**src/rtl/radix4_ifft_seq_pkg.sv**
```systemverilog
// Shared definitions for the radix-4 transform blocks (forward and inverse).
// Latency: n/a (types and constants only).
// Backpressure: n/a.
//   Contents: FSM state encoding, default component width, output scale shift.
package radix4_ifft_seq_pkg;

  // Default signed width of each real/imag component.
  localparam int DW_DEF = 8;

  // Right shift applied to the butterfly sums, which divides the result by 4.
  localparam int SCALE_SH = 2;

  // The frame FSM. The encodings are fixed so both transform directions agree.
  typedef enum logic [1:0] {
    ST_COLLECT = 2'd0,
    ST_COMPUTE = 2'd1,
    ST_EMIT    = 2'd2
  } state_e;

endpackage

```
**src/rtl/radix4_ibutterfly.sv**
```systemverilog
// Purpose: combinational 4-point inverse DFT butterfly. The outputs are not scaled.
// Latency: 0 cycles (pure combinational logic).
// Backpressure: none. The caller registers the outputs.
//   Ports: x_re/x_im[0..3] hold the DW-bit input bins X[k].
//          y_re/y_im[0..3] hold the DW+2-bit sums x[n]*4.
module radix4_ibutterfly
  import radix4_ifft_seq_pkg::*;
#(
  parameter int DW = DW_DEF
) (
  input  logic signed [DW-1:0] x_re [4],
  input  logic signed [DW-1:0] x_im [4],
  output logic signed [DW+1:0] y_re [4],
  output logic signed [DW+1:0] y_im [4]
);

  // Sign-extended copies of the inputs. Four DW-bit terms always fit in DW+2 bits.
  logic signed [DW+1:0] a [4];
  logic signed [DW+1:0] b [4];

  always_comb begin
    for (int k = 0; k < 4; k++) begin
      a[k] = {{2{x_re[k][DW-1]}}, x_re[k]};
      b[k] = {{2{x_im[k][DW-1]}}, x_im[k]};
    end
  end

  // Multiplying by j maps (a,b) to (-b,a). Multiplying by -j maps (a,b) to (b,-a).
  always_comb begin
    // x0 = X0 + X1 + X2 + X3
    y_re[0] = a[0] + a[1] + a[2] + a[3];
    y_im[0] = b[0] + b[1] + b[2] + b[3];
    // x1 = X0 + jX1 - X2 - jX3
    y_re[1] = a[0] - b[1] - a[2] + b[3];
    y_im[1] = b[0] + a[1] - b[2] - a[3];
    // x2 = X0 - X1 + X2 - X3
    y_re[2] = a[0] - a[1] + a[2] - a[3];
    y_im[2] = b[0] - b[1] + b[2] - b[3];
    // x3 = X0 - jX1 - X2 + jX3
    y_re[3] = a[0] + b[1] - a[2] - b[3];
    y_im[3] = b[0] - a[1] - b[2] + a[3];
  end

endmodule

```
**src/rtl/radix4_ifft_seq.sv**
```systemverilog
// Purpose: sequential 4-point inverse FFT. It collects 4 bins, computes x[n] = (1/4)*sum X[k]*(+j)^(n*k), then emits 4 samples.
// Latency: after the 4th input handshake there is one COMPUTE cycle, then the first output is valid.
// Backpressure: in_ready is high only while collecting. The output holds stable while out_valid && !out_ready.
//   Ports: clk, rst_n (synchronous, active-low)
//          in_valid/in_ready/in_re/in_im/in_last carry the input bin stream
//          out_valid/out_ready/out_re/out_im/out_idx/out_last carry the output sample stream
//          frame_err pulses for one cycle when a malformed frame is dropped
module radix4_ifft_seq
  import radix4_ifft_seq_pkg::*;
#(
  parameter int DW = DW_DEF
) (
  input  logic                 clk,
  input  logic                 rst_n,
  input  logic                 in_valid,
  output logic                 in_ready,
  input  logic signed [DW-1:0] in_re,
  input  logic signed [DW-1:0] in_im,
  input  logic                 in_last,
  output logic                 out_valid,
  input  logic                 out_ready,
  output logic signed [DW-1:0] out_re,
  output logic signed [DW-1:0] out_im,
  output logic [1:0]           out_idx,
  output logic                 out_last,
  output logic                 frame_err
);

  state_e               state_q, state_d;
  logic [1:0]           cnt_q, cnt_d;
  logic signed [DW-1:0] buf_re_q [4];
  logic signed [DW-1:0] buf_re_d [4];
  logic signed [DW-1:0] buf_im_q [4];
  logic signed [DW-1:0] buf_im_d [4];
  logic signed [DW-1:0] res_re_q [4];
  logic signed [DW-1:0] res_re_d [4];
  logic signed [DW-1:0] res_im_q [4];
  logic signed [DW-1:0] res_im_d [4];
  logic [1:0]           idx_q, idx_d;
  logic                 ovld_q, ovld_d;
  logic                 ferr_q, ferr_d;

  logic signed [DW+1:0] bf_re [4];
  logic signed [DW+1:0] bf_im [4];

  radix4_ibutterfly #(.DW(DW)) u_bfly (
    .x_re (buf_re_q),
    .x_im (buf_im_q),
    .y_re (bf_re),
    .y_im (bf_im)
  );

  always_comb begin
    state_d  = state_q;
    cnt_d    = cnt_q;
    buf_re_d = buf_re_q;
    buf_im_d = buf_im_q;
    res_re_d = res_re_q;
    res_im_d = res_im_q;
    idx_d    = idx_q;
    ovld_d   = ovld_q;
    ferr_d   = 1'b0;

    case (state_q)
      ST_COLLECT: begin
        if (in_valid) begin
          buf_re_d[cnt_q] = in_re;
          buf_im_d[cnt_q] = in_im;
          if (cnt_q == 2'd3 && in_last) begin
            state_d = ST_COMPUTE;
            cnt_d   = 2'd0;
          end else if (cnt_q == 2'd3 || in_last) begin
            // Either the last marker came early or it is missing on the 4th bin.
            // Drop the frame and restart collection.
            cnt_d  = 2'd0;
            ferr_d = 1'b1;
          end else begin
            cnt_d = cnt_q + 2'd1;
          end
        end
      end

      ST_COMPUTE: begin
        // The floor shift always brings the DW+2-bit sum back into DW bits,
        // so the truncation cannot lose any significant bits.
        for (int k = 0; k < 4; k++) begin
          res_re_d[k] = DW'(bf_re[k] >>> SCALE_SH);
          res_im_d[k] = DW'(bf_im[k] >>> SCALE_SH);
        end
        state_d = ST_EMIT;
        idx_d   = 2'd0;
        ovld_d  = 1'b1;
      end

      ST_EMIT: begin
        if (out_ready) begin
          // The index wraps from 3 back to 0, ready for the next frame.
          idx_d = idx_q + 2'd1;
          if (idx_q == 2'd3) begin
            ovld_d  = 1'b0;
            state_d = ST_COLLECT;
          end
        end
      end

      default: begin
        state_d = ST_COLLECT;
        cnt_d   = 2'd0;
        ovld_d  = 1'b0;
        idx_d   = 2'd0;
      end
    endcase
  end

  always_ff @(posedge clk) begin
    if (!rst_n) begin
      state_q <= ST_COLLECT;
      cnt_q   <= 2'd0;
      idx_q   <= 2'd0;
      ovld_q  <= 1'b0;
      ferr_q  <= 1'b0;
      for (int k = 0; k < 4; k++) begin
        buf_re_q[k] <= '0;
        buf_im_q[k] <= '0;
        res_re_q[k] <= '0;
        res_im_q[k] <= '0;
      end
    end else begin
      state_q  <= state_d;
      cnt_q    <= cnt_d;
      idx_q    <= idx_d;
      ovld_q   <= ovld_d;
      ferr_q   <= ferr_d;
      buf_re_q <= buf_re_d;
      buf_im_q <= buf_im_d;
      res_re_q <= res_re_d;
      res_im_q <= res_im_d;
    end
  end

  assign in_ready  = (state_q == ST_COLLECT);
  assign out_valid = ovld_q;
  assign out_idx   = idx_q;
  assign out_last  = (idx_q == 2'd3);
  // The result registers are cleared on reset, so out_re/out_im read 0 after reset.
  assign out_re    = res_re_q[idx_q];
  assign out_im    = res_im_q[idx_q];
  assign frame_err = ferr_q;

endmodule

```
**config.mk**
```make
export PLATFORM = sky130hd
export DESIGN_NAME = radix4_ifft_seq
export DESIGN_NICKNAME = d
export VERILOG_FILES = /design/src/rtl/radix4_ifft_seq_pkg.sv /design/src/rtl/radix4_ibutterfly.sv /design/src/rtl/radix4_ifft_seq.sv
export SDC_FILE = /design/constraint.sdc
export NUM_CORES = 1
export LEC_CHECK = 0
export CORE_MARGIN = 8
export CORE_UTILIZATION = 45
export DETAILED_ROUTE_END_ITERATION = 10
export HOLD_SLACK_MARGIN = 0.08
export PLACE_DENSITY_LB_ADDON = 0.25
export SLEW_MARGIN = 20
export SYNTH_ARGS = -nofsm -noshare
export SYNTH_HDL_FRONTEND = slang
export SYNTH_SLANG_ARGS = --single-unit
```
**constraint.sdc**
```tcl
create_clock -name clk -period 3.8 [get_ports clk]
set_input_delay 1.14 -clock clk [delete_from_list [all_inputs] [get_ports clk]]
set_output_delay 1.14 -clock clk [all_outputs]
set_load 0.05 [all_outputs]
```
==> impl_metrics.sql <==
INSERT INTO impl_metrics (metric_group, metric, value, unit) VALUES
('logic_synthesis', 'netlist-cell-type-count', '55', ''),
('setup_path', 'timing.critical_path.to_type', 'flop', ''),
('floorplan', 'floorplan.io_pins', '43', ''),
('cts', 'clock_tree.buffer_depth', '2', ''),
('setup_path', 'crit_required', '4.12', 'ns'),
('sta', 'worst_hold_slack', '0.453', 'ns'),
('setup_path', 'critical_path_arrival', '3.93', 'ns'),
('cells_and_area', 'syn2layout_area_growth', '12.3', '%'),
('floorplan', 'std_cell_rows', '57', ''),
('cts', 'cts_tree', 'built', ''),
('logic_synthesis', 'synth_sequential_area_ratio', '24.5', '%'),
('routing', 'post_drt_wl_per_cell', '18.3', 'um'),
('logic_synthesis', 'number_of_flops_mapped_to_enable_cells_by_yosys', '0', ''),
('power', 'totalPowerFinal', '4.05', 'mW'),
('logic_synthesis', 'async_flop_share', '0', '%'),
('power', 'leakagePower', '5.11', 'nW'),
('floorplan', 'initial_utilization', '45.8', '%'),
('cells_and_area', 'number_of_nets_in_the_layout', '1456', ''),
('logic_synthesis', 'synthDominantAreaCellType', 'sky130_fd_sc_hd__dfxtp_1', ''),
('sta', 'rsz_0062_raised_after_global_routing', 'no', ''),
('logic_synthesis', 'mapped_area', '11100', 'um^2'),
('sta', 'final_max_slew_viol_count', '0', ''),
('outcome', 'status', 'completed', ''),
('grt', 'globalRouteOverflowTotal', '0', ''),
('cts', 'cell_at_the_root_of_the_clock_tree', 'sky130_fd_sc_hd__clkbuf_16', ''),
('setup_path', 'worstPathMaxFanout', '4', ''),
('logic_synthesis', 'synth_common_cells', 'sky130_fd_sc_hd__inv_1, sky130_fd_sc_hd__nand2_1, sky130_fd_sc_hd__dfxtp_1', ''),
('sta', 'setup_viol', '0', ''),
('cts', 'worst_setup_hold_path_clk_slew', '0.06', 'ns'),
('cells_and_area', 'nFillCells', '2266', ''),
('logic_synthesis', 'post_syn_instances', '1186', ''),
('logic_synthesis', 'yosysTopAreaCellShare', '24.5', '%'),
('cts', 'clock_tree.htree_level_count', '4', ''),
('logic_synthesis', 'yosys_warnings', '0', ''),
('cells_and_area', 'seq_area', '2720', 'um^2'),
('place', 'pre_cts_slack', '0.0923', 'ns'),
('setup_path', 'critical_path.startpoint_type', 'flop', ''),
('logic_synthesis', 'synth_nets', '1413', ''),
('place', 'dpl.hpwl', '21.8', 'mm'),
('power', 'ir_worst_vdd', '0.000253', 'V'),
('logic_synthesis', 'yosysMostFrequentCell', 'sky130_fd_sc_hd__inv_1', ''),
('job', 'cap_viol_max_count', '0', ''),
('sta', 'period_share', '95.1', '%'),
('cts', 'cts-buffers-inserted', '17', ''),
('routing', 'totalWireLength', '28.7', 'mm'),
('place', 'place.port_buffers', '42', ''),
('routing', 'drt-vias-per-instance', '5.18', ''),
('sta', 'setup-tns-final', '0', 'ns'),
('floorplan', 'fp.dieW', '173', 'um'),
('cts', 'post_cts_buffers', '0', ''),
('floorplan', 'die-area', '30000', 'um^2'),
('logic_synthesis', 'postSynthAreaPerCell', '9.36', 'um^2'),
('sta', 'clock_skew', '0.00947', 'ns'),
('grt', 'first_pass_grt_wire_length', '46.0', 'mm'),
('routing', 'dr_total_vias', '8096', ''),
('hold_path', 'hp-class', 'flop to flop', ''),
('setup_path', 'worst-setup-path-type', 'flop to flop', ''),
('place', 'globalplace.congestion', '0.869', ''),
('sta', 'report.final.hold_viol_count', '0', ''),
('cts', 'numClockSinks', '136', ''),
('logic_synthesis', 'postSynthRegisterBits', '136', ''),
('power', 'cellPowerDensity', '324', 'nW/um^2'),
('cells_and_area', 'finalCoreUtilization', '51.4', '%'),
('logic_synthesis', 'synth.top_cells.by_area', 'sky130_fd_sc_hd__dfxtp_1, sky130_fd_sc_hd__fa_1, sky130_fd_sc_hd__ha_1', ''),
('grt', 'grt_antenna_before_repair', '0', ''),
('routing', 'first_iter_violations', '496', ''),
('cells_and_area', 'layout-drive-gt1-share', '7.58', '%'),
('routing', 'dr.pass1.iters', '5', ''),
('routing', 'drt_drc_violations_left', '0', ''),
('cells_and_area', 'diodes', '0', ''),
('cts', 'ctsResizeCount', '0', '');
==> layout make-up <==
| class | instances | area share, % |
|---|---|---|
| tap | 324 | 3.25 |
| inverter | 196 | 5.90 |
| clock inverter | 11 | 0.803 |
| sequential | 136 | 21.8 |
| timing repair buffer | 67 | 4.50 |
| multi-input combinational | 811 | 60.2 |
| clock buffer | 19 | 3.55 |
==> report_power, final <==
group | switching (mW) | internal, mW
Sequential | 0.0216 | 1.44
Combinational | 0.569 | 0.428
Clock | 0.671 | 0.910
Total | 1.26 | 2.78
==> worst paths after layout <==
| check | start | to | cells after the start | slack [ns] |
|---|---|---|---|---|
| worst max-delay path | buf_re_q[26]$_SDFFE_PN0P_ | res_re_q[7]$_SDFFE_PN0P_ | 11 | 0.19 |
| worst min-delay path | res_im_q[22]$_SDFFE_PN0P_ | res_im_q[22]$_SDFFE_PN0P_ | 2 | 0.45 |
| worst max register to register | buf_re_q[26]$_SDFFE_PN0P_ | res_re_q[7]$_SDFFE_PN0P_ | 11 | 0.19 |
| worst min register to register | res_im_q[22]$_SDFFE_PN0P_ | res_im_q[22]$_SDFFE_PN0P_ | 2 | 0.45 |
==> cells in the final DEF (no fill, tap or decap), types with 4 or more instances in the layout <==
cell and n:
sky130_fd_sc_hd__clkinv_2 4, sky130_fd_sc_hd__and3_1 9, sky130_fd_sc_hd__nand3b_1 10, sky130_fd_sc_hd__nand4b_1 7, sky130_fd_sc_hd__nand2_1 170, sky130_fd_sc_hd__ha_1 75
sky130_fd_sc_hd__nor3_1 10, sky130_fd_sc_hd__buf_4 42, sky130_fd_sc_hd__o21ai_0 44, sky130_fd_sc_hd__inv_1 196, sky130_fd_sc_hd__mux2i_1 24, sky130_fd_sc_hd__nor2b_1 31
sky130_fd_sc_hd__xnor2_1 32, sky130_fd_sc_hd__nor2_1 21, sky130_fd_sc_hd__a21boi_0 71, sky130_fd_sc_hd__nand3_1 9, sky130_fd_sc_hd__mux4_2 16, sky130_fd_sc_hd__a21oi_1 34
sky130_fd_sc_hd__a221o_1 4, sky130_fd_sc_hd__fa_1 130, sky130_fd_sc_hd__xor2_1 26, sky130_fd_sc_hd__a21o_1 16, sky130_fd_sc_hd__o21bai_1 4, sky130_fd_sc_hd__o21a_1 5
sky130_fd_sc_hd__nand2b_1 8, sky130_fd_sc_hd__dfxtp_1 136, sky130_fd_sc_hd__clkdlybuf4s50_1 24, sky130_fd_sc_hd__a31oi_1 8, sky130_fd_sc_hd__or3_1 5, sky130_fd_sc_hd__clkbuf_16 17
==> kinds of logic (layout without fill, tap and decap cells) <==
kind of cell / after synthesis / count (layout) / share of synthesized area (%)
flip-flops: 136 / 136 / 24.5
AO/OA/AOI/OAI: 212 / 212 / 12.8
XOR/XNOR: 58 / 58 / 4.58
adder cells (fa/ha/maj): 206 / 206 / 32.0
buffers and inverters: 239 / 293 / 8.09
AND/OR/NAND/NOR: 295 / 295 / 12.6
multiplexers: 40 / 40 / 5.41
==> routing by layer <==
metal,up-vias,track usage [%],wire (um)
met5,-,0,0
met4,0,6.25,753
met3,45,3.72,1120
met2,159,35.2,14600
met1,3996,23.4,12200
li1,3896,-,-
==> critical path: stages (launching register included) <==
cell	delay, ns
sky130_fd_sc_hd__dfxtp_1	0.31
sky130_fd_sc_hd__inv_1	0.20
sky130_fd_sc_hd__fa_1	0.49
sky130_fd_sc_hd__fa_1	0.51
sky130_fd_sc_hd__inv_1	0.05
sky130_fd_sc_hd__ha_1	0.31
sky130_fd_sc_hd__a21oi_1	0.19
sky130_fd_sc_hd__a21oi_1	0.11
sky130_fd_sc_hd__or3b_2	0.52
sky130_fd_sc_hd__o31ai_1	0.44
sky130_fd_sc_hd__nor2_1	0.09
sky130_fd_sc_hd__a221o_1	0.26
==> state kept, by name, summed over array words and instances (netlist names) <==
signal and cells:
buf_im_q 32, buf_re_q 32, res_im_q 32, res_re_q 32, cnt_q 2, out_idx 2
state_q 2, frame_err 1, out_valid 1
==> per-stage QoR <==
stage | instances | area [um^2]
4_1_cts | 1564 | 12500
3_3_place_gp | 1534 | 11900
3_5_place_dp | 1534 | 11900
6_report | 1564 | 12500
2_1_floorplan | 1186 | 11100
5_1_grt | 1564 | 12500
(Power assumes the default switching activity.)
